[config.mk]
export PLATFORM = sky130hd
export DESIGN_NAME = register_file
export DESIGN_NICKNAME = d
export VERILOG_FILES = /design/src/rtl/regfile_pkg.sv /design/src/rtl/regfile_scoreboard.sv /design/src/rtl/register_file.sv
export SDC_FILE = /design/constraint.sdc
export NUM_CORES = 2
export LEC_CHECK = 0
export CAP_MARGIN = 20
export CORE_MARGIN = 8
export CORE_UTILIZATION = 50
export DETAILED_ROUTE_END_ITERATION = 16
export DONT_BUFFER_PORTS = 1
export HOLD_SLACK_MARGIN = 0.02
export SLEW_MARGIN = 30
export SYNTH_ARGS = -nofsm -noshare
export SYNTH_HDL_FRONTEND = slang
export SYNTH_SLANG_ARGS = --single-unit
[constraint.sdc]
create_clock -name clk -period 4.16 [get_ports clk]
set_input_delay 0.832 -clock clk [delete_from_list [all_inputs] [get_ports clk]]
set_output_delay 0.832 -clock clk [all_outputs]
set_load 0.02 [all_outputs]
[src/rtl/regfile_pkg.sv]
// Shared types and helpers for the integer register file and its pending scoreboard.
package regfile_pkg;

    typedef enum logic {
        RF_IDLE  = 1'b0,
        RF_SWEEP = 1'b1
    } rf_state_t;

    // Address width for a given register count (at least one bit).
    function automatic int unsigned rf_aw(input int unsigned depth);
        return (depth < 2) ? 1 : $clog2(depth);
    endfunction

endpackage

[src/rtl/regfile_scoreboard.sv]
// Per-register pending bits: reserve sets, write clears, sweep clears one location per cycle.
module regfile_scoreboard
    import regfile_pkg::*;
#(
    parameter  int unsigned DEPTH = 32,
    localparam int unsigned AW    = rf_aw(DEPTH)
) (
    input  logic             clk,
    input  logic             reset,
    input  logic             set_en,
    input  logic [AW-1:0]    set_loc,
    input  logic             clr_en,
    input  logic [AW-1:0]    clr_loc,
    input  logic             sweep_en,
    input  logic [AW-1:0]    sweep_loc,
    output logic [DEPTH-1:0] pending
);

    logic [DEPTH-1:0] r_pending;

    // A same-cycle reserve beats the write: the new producer owns the register.
    always_ff @(posedge clk) begin
        if (!reset) begin
            r_pending <= '0;
        end else begin
            for (int unsigned i = 0; i < DEPTH; i++) begin
                if (sweep_en && sweep_loc == AW'(i)) begin
                    r_pending[i] <= 1'b0;
                end else if (set_en && set_loc == AW'(i)) begin
                    r_pending[i] <= 1'b1;
                end else if (clr_en && clr_loc == AW'(i)) begin
                    r_pending[i] <= 1'b0;
                end
            end
        end
    end

    assign pending = r_pending;

endmodule

[src/rtl/register_file.sv]
// Multi-port integer register file with zero register, write bypass, pending
// scoreboard and a one-register-per-cycle sweep clear.
module register_file
    import regfile_pkg::*;
#(
    parameter  int unsigned WIDTH    = 32,
    parameter  int unsigned DEPTH    = 32,
    parameter  int unsigned NREAD    = 2,
    parameter  bit          ZERO_REG = 1'b1,
    localparam int unsigned AW       = rf_aw(DEPTH)
) (
    input  logic                   clk,
    input  logic                   reset,
    input  logic                   write_enabled,
    input  logic [AW-1:0]          write_location,
    input  logic [WIDTH-1:0]       write_data,
    input  logic                   reserve_enabled,
    input  logic [AW-1:0]          reserve_location,
    input  logic                   clear,
    output logic                   busy,
    input  logic [NREAD*AW-1:0]    read_location,
    output logic [NREAD*WIDTH-1:0] read_data,
    output logic [NREAD-1:0]       read_ready
);

    logic [WIDTH-1:0] r_mem [DEPTH];
    rf_state_t        r_state;
    logic [AW-1:0]    r_index;
    logic             r_busy;
    logic [DEPTH-1:0] w_pending;
    logic             w_wr_ok;
    logic             w_rsv_ok;

    function automatic logic f_in_range(input logic [AW-1:0] loc);
        return 32'(loc) < 32'(DEPTH);
    endfunction

    function automatic logic f_is_zero(input logic [AW-1:0] loc);
        return ZERO_REG && (loc == '0);
    endfunction

    assign w_wr_ok  = reset && write_enabled && !r_busy &&
                      f_in_range(write_location) && !f_is_zero(write_location);
    assign w_rsv_ok = reset && reserve_enabled && !r_busy &&
                      f_in_range(reserve_location) && !f_is_zero(reserve_location);

    regfile_scoreboard #(
        .DEPTH (DEPTH)
    ) u_scoreboard (
        .clk       (clk),
        .reset     (reset),
        .set_en    (w_rsv_ok),
        .set_loc   (reserve_location),
        .clr_en    (w_wr_ok),
        .clr_loc   (write_location),
        .sweep_en  (r_busy),
        .sweep_loc (r_index),
        .pending   (w_pending)
    );

    // Storage and sweep FSM; busy is registered alongside the state.
    always_ff @(posedge clk) begin
        if (!reset) begin
            r_state <= RF_IDLE;
            r_index <= '0;
            r_busy  <= 1'b0;
            for (int unsigned i = 0; i < DEPTH; i++) begin
                r_mem[i] <= '0;
            end
        end else begin
            case (r_state)
                RF_IDLE: begin
                    if (w_wr_ok) begin
                        r_mem[write_location] <= write_data;
                    end
                    if (clear) begin
                        r_state <= RF_SWEEP;
                        r_index <= '0;
                        r_busy  <= 1'b1;
                    end
                end
                RF_SWEEP: begin
                    r_mem[r_index] <= '0;
                    if (r_index == AW'(DEPTH - 1)) begin
                        r_state <= RF_IDLE;
                        r_index <= '0;
                        r_busy  <= 1'b0;
                    end else begin
                        r_index <= r_index + AW'(1);
                    end
                end
                default: begin
                    r_state <= RF_IDLE;
                    r_index <= '0;
                    r_busy  <= 1'b0;
                end
            endcase
        end
    end

    assign busy = r_busy;

    for (genvar p = 0; p < NREAD; p++) begin : g_read
        logic [AW-1:0]    w_loc;
        logic [WIDTH-1:0] w_data;
        logic             w_ready;

        assign w_loc = read_location[p*AW +: AW];

        // Sweep hides readiness and bypass; out-of-range reads return 0, not ready.
        always_comb begin
            w_data  = '0;
            w_ready = 1'b0;
            if (f_in_range(w_loc)) begin
                if (r_busy) begin
                    w_data = r_mem[w_loc];
                end else if (f_is_zero(w_loc)) begin
                    w_ready = 1'b1;
                end else if (w_wr_ok && write_location == w_loc) begin
                    w_data  = write_data;
                    w_ready = 1'b1;
                end else begin
                    w_data  = r_mem[w_loc];
                    w_ready = !w_pending[w_loc];
                end
            end
        end

        assign read_data[p*WIDTH +: WIDTH] = w_data;
        assign read_ready[p]               = w_ready;
    end

endmodule

== Word-level counts from Yosys, hierarchy flattened ==
Memory sizes are Yosys's and may differ from the RTL's.
Cells that the tools add are included.
Word-level totals
  bits in writable memories: 1024
  register bits after elaboration: 39
  memories: 1
  logic and storage cells: 422
Cells by class
  muxes and demuxes: 103
  eq/ne operators: 97
  reduce and logical (&&, ||, !) cells: 181
  bitwise gates (word level): 2
  add/subtract/negate cells: 1
  order comparisons: 2
Memory list
  r_mem: words 32, width 32, rd ports 2, clocked after memory_dff 0, write ports 32, line register_file.sv:26  | logic [WIDTH-1:0] r_mem [DEPTH];
Operators with widths (count)
  $mux 32: 8
  $eq 5x5->1 const B: 48
  $eq 5x4->1 const B: 24
  $logic_and 1x1->1: 104
  $mux 1: 86
  $reduce_bool 2->1: 32
  $reduce_or 2->1: 32
  $reduce_or 32->1: 2
  $eq 5x3->1 const B: 12
  $eq 5x2->1 const B: 6
  $logic_not 5->1: 5
  $mux 5: 4
  $eq 5x1->1 const B: 3
  $lt 5x6->1 const B: 2
  $bmux 1 s5: 2
  $eq 5x5->1: 2
  $pmux 5 s2: 1
  $add 5x1->5 const B: 1
  $logic_not 1->1: 5
  $pmux 1 s2: 2
  $ne 2x1->1 const B: 1
  $ne 2x2->1 const B: 1
  $not 1->1: 2
  $reduce_and 2->1: 1

== Depth between registers and ports, before layout ==
  depth after elaboration: 10
  mapped depth: 10
  gate-level depth less buffers: 7

== Modules after synthesis ==
From an unflattened synthesis, not the netlist that was laid out.
Unflattened totals
  cells, all modules: 3994
  area total of the unflattened synthesis: 54817.6 µm²
Modules (own cells, without submodules)
  register_file: times used 1, area an instance 53226.0 µm², cells each 3790, seq. area each 30889.6 µm²
  regfile_scoreboard: times used 1, area an instance 1591.5 µm², cells each 204, seq. area each 640.6 µm²

== Worst setup path before layout ==
No wires, ideal clock.
  kind: input to output
  from: in write_location[3]
  to: out read_data[46]
  slack: 0.537 ns
  data arrival time: 2.791 ns
  data required time: 3.328 ns
  stages on the path: 6
  path through: clkbuf_1 -> or4_4 -> o211ai_2 -> o22ai_1 -> buf_4 -> o41ai_1
Between the ends
  cells in the longest elaborated chain, start to end: 7
RTL lines
  start, declared: line register_file.sv:15  | input logic [AW-1:0] write_location,
  $logic_not 5->1: line register_file.sv:39  | return ZERO_REG && (loc == '0);
  $logic_not 1->1: line register_file.sv:43  | f_in_range(write_location) && !f_is_zero(write_location);
  $logic_and 1x1->1: line register_file.sv:43
  $logic_and 1x1->1 *: line register_file.sv:119  | end else if (w_wr_ok && write_location == w_loc) begin
  $mux 32 *: line register_file.sv:119
  $mux 32 *: line register_file.sv:117  | end else if (f_is_zero(w_loc)) begin
  $mux 32 *: line register_file.sv:115  | if (r_busy) begin
  end, declared: line register_file.sv:22  | output logic [NREAD*WIDTH-1:0] read_data,
Mark *: on every way between the ends. The rest lies on a longest branch, timed or not.

== Final worst setup path ==
  from: in read_location[6]
  to: out read_data[50]
Between the ends
  cells in the longest elaborated chain, start to end: 5
RTL lines
  start, declared: line register_file.sv:21  | input logic [NREAD*AW-1:0] read_location,
  branches (longest 4 deep; another with $mem_v2 32x32)
  $mux 32 *: line register_file.sv:115
Mark *: on every way between the ends.

==> impl_metrics.py <==
metrics = {
    "critical_path": {
        "r2r_cells": 5,
        "end_kind": "output port",
        "worstPathRequired_ps": 3330,
        "worstPathArrival_ps": 3460,
        "rr_startpoint": "r_state",
        "startpoint": "read_location[6]",
        "worstSetupPathType": "in -> out",
        "cp_max_fo": 271,
        "startpoint_type": "input pin",
    },
    "floorplanning": {
        "dieArea_sq_um": 122000,
        "coreArea_sq_um": 111000,
        "initial_utilization_pct": 50.3,
        "rows": 122,
        "fp.dieW_microns": 350,
        "chipHeight_microns": 350,
        "num_io_pins": 124,
    },
    "yosys": {
        "yosysWarnings": 0,
        "synthTopCellsByArea": "edfxtp_1 (55%), mux4_2 (19%), nor2_1 (6.9%)",
        "synthDistinctLibCells": 74,
        "syn-cell-area_sq_um": 55700,
        "yosysTopAreaCellShare_pct": 55.2,
        "avgSynthCellArea_sq_um": 13.6,
        "synthCells": 4090,
        "synthArstFlopShare_pct": 0,
        "yosys.area.top_type": "edfxtp_1",
        "yosysSeqAreaShare_pct": 56.6,
        "synth_edf_count": 1024,
        "ys_seq_elements": 1063,
        "ys.flop_type": "edfxtp_1",
    },
    "power": {
        "vdd_drop_max_uv": 368,
        "powerDensity_nw_per_um2": 409,
        "p_leak_nw": 21.4,
    },
    "placement": {
        "numPortBuffers": 0,
        "gp_routability_congestion": 0.899,
        "dpl_cell_area_sq_um": 57900,
        "hpwl_mm": 124,
        "dp_slack_ps": -16.5,
    },
    "hold_path": {
        "whs_path_depth": 2,
        "hold_class": "in -> reg",
        "min_from": "reset",
    },
    "final_layout": {
        "layout_commonest_cell": "nor2_1",
        "syn_to_final_growth_pct": 10.3,
        "drive_above_1_share_pct": 24.5,
        "final_nets": 4106,
        "mostFrequentLayoutCells": "nor2_1 (1028), edfxtp_1 (1024), mux4_2 (478)",
        "design_area_sq_um": 61400,
    },
    "timing": {
        "hold_viol_final": 0,
        "clock.fmax_mhz": 233,
        "setup_tns_ps": -609,
        "fin_skew_ps": 16.7,
        "fin_crit_ps": 4290,
        "rsz0062_at_grt": "false",
        "relSlewSlack_pct": 35.3,
        "period_share_pct": 103,
        "final-setup-viol-count": 11,
        "worst_pin_slew_ps": 970,
        "final_max_slew_viol_count": 0,
        "timing.final.ws_setup_ps": -129,
    },
    "global_routing": {
        "overflow": 0,
        "grt_max_degree": 272,
        "antenna_found_initial": 10,
        "grt_pass1_wl_mm": 292,
        "grt_pass1_vias": 38295,
        "grt_usage_pct": 33.5,
    },
    "detailed_routing": {
        "wire_per_inst_microns": 37.1,
        "vias": 39664,
        "antenna_left": 0,
        "postRouteWirelength_mm": 209,
        "drc": 0,
        "drt-pass1-iter-count": 6,
        "vias_per_cell": 7.05,
        "first_iter_violations": 6163,
    },
    "clock_network": {
        "htree_num_levels": 3,
        "clkSlewWorstSetupHoldPaths_ps": 60,
        "clkSinkCount": 1063,
        "cts_tree": "yes",
        "clock_latency_ps": 700,
        "clock_tree.buffer_depth": 3,
        "cts-root-buf": "clkbuf_16",
        "cts_inserted_buffers": 111,
    },
    "job": {
        "cap_viol_max_count": 0,
    },
    "run_status": {
        "violations": "negative setup slack",
        "status": "finished, violations left",
    },
}
==> cell families after synthesis <==
group	Yosys count	share of synthesized area, %
other cells	1	0.00673
flops	1063	56.6
buf+inv	434	3.95
xor+xnor	10	0.157
fa+ha+maj	6	0.135
compound gates	528	6.66
mux	634	22.2
simple gates	1414	10.3
==> worst max-delay path, stage by stage <==
cell and delay (ps):
xnor2_1 390, nand4_1 270, or2_2 430, buf_12 200, o2111a_1 160, a211oi_2 430
buf_4 200, buf_4 140
==> through the flow <==
step	hold slack (ps)	total power, mW	util [%]	cells
CTS	245	25.1	55.5	5617
detailed placement	475	15.4	52.3	5414
floorplan	452	14.5	-	4121
finish	276	25.1	55.5	5625
global route	271	25.7	55.5	5621
global placement	474	15.3	52.3	5414
==> flip-flops by register name (all words and copies together) (netlist names) <==
name and count:
r_mem 1024, u_scoreboard.pending 32, r_index 5, busy 1, r_state 1
==> cells in the mapped netlist, types with 8 or more instances <==
cell	instances
nor2_1	1030
edfxtp_1	1024
mux4_2	478
clkbuf_1	237
nand2_1	222
mux2i_1	129
o22ai_1	102
o21ai_0	99
buf_2	92
a21oi_1	72
a22oi_1	52
buf_4	46
dfxtp_1	39
buf_6	31
a211oi_1	29
a22o_1	28
mux2_2	27
a221oi_1	25
nor2b_1	24
nand2b_1	21
nor3_1	19
a211o_1	16
buf_1	15
nand3_1	15
o41ai_2	13
nand4_1	12
o21a_1	11
a31oi_1	10
o221ai_1	10
or3_1	10
xnor2_1	10
o21ai_1	9
or4_1	9
and3_1	8
inv_1	8
==> layer usage <==
| layer | up-vias | routed length [microns] | GRT usage, % |
|---|---|---|---|
| met3 | 630 | 30300 | 9.74 |
| met5 | - | 34 | 0 |
| met1 | 20177 | 73900 | 44.9 |
| met4 | 6 | 11500 | 15.8 |
| li1 | 15609 | - | - |
| met2 | 3242 | 93200 | 50.7 |
==> report_power, final <==
| group | switching [mW] | leakage [nW] | internal, mW |
|---|---|---|---|
| Sequential | 0.199 | 10.9 | 12.1 |
| Clock | 4.30 | 1.72 | 5.60 |
| Combinational | 1.72 | 8.75 | 1.20 |
==> layout make-up <==
cell class              instances  area (sq um)
diodes                          4          10.0
clock buffers                 142          2950
clock inverters                61           572
fillers                      8969         49200
inverters                       9          33.8
multi-input cells            2624         22300
flip-flops and latches       1063         31500
well taps                    1488          1860
repair buffers                234          2140
==> path summary, 6_finish.rpt <==
check                                                 to  slack (ps)
worst max-delay path                       read_data[50]        -130
worst min-delay path            u_scoreboard.pending[16]         280
worst max register to register             r_mem[23][21]        1130
worst min register to register   u_scoreboard.pending[0]         480
==> repair_timing <==
action,in CTS,in global routing
pin swaps,0,1
hold endpoints to repair,0,0
setup endpoints to repair,1,2
gates resized for setup,1,2
cloned,0,0
buffers inserted,0,4
hold buffers,0,0
Note: power is estimated with default switching activity, not from simulation.
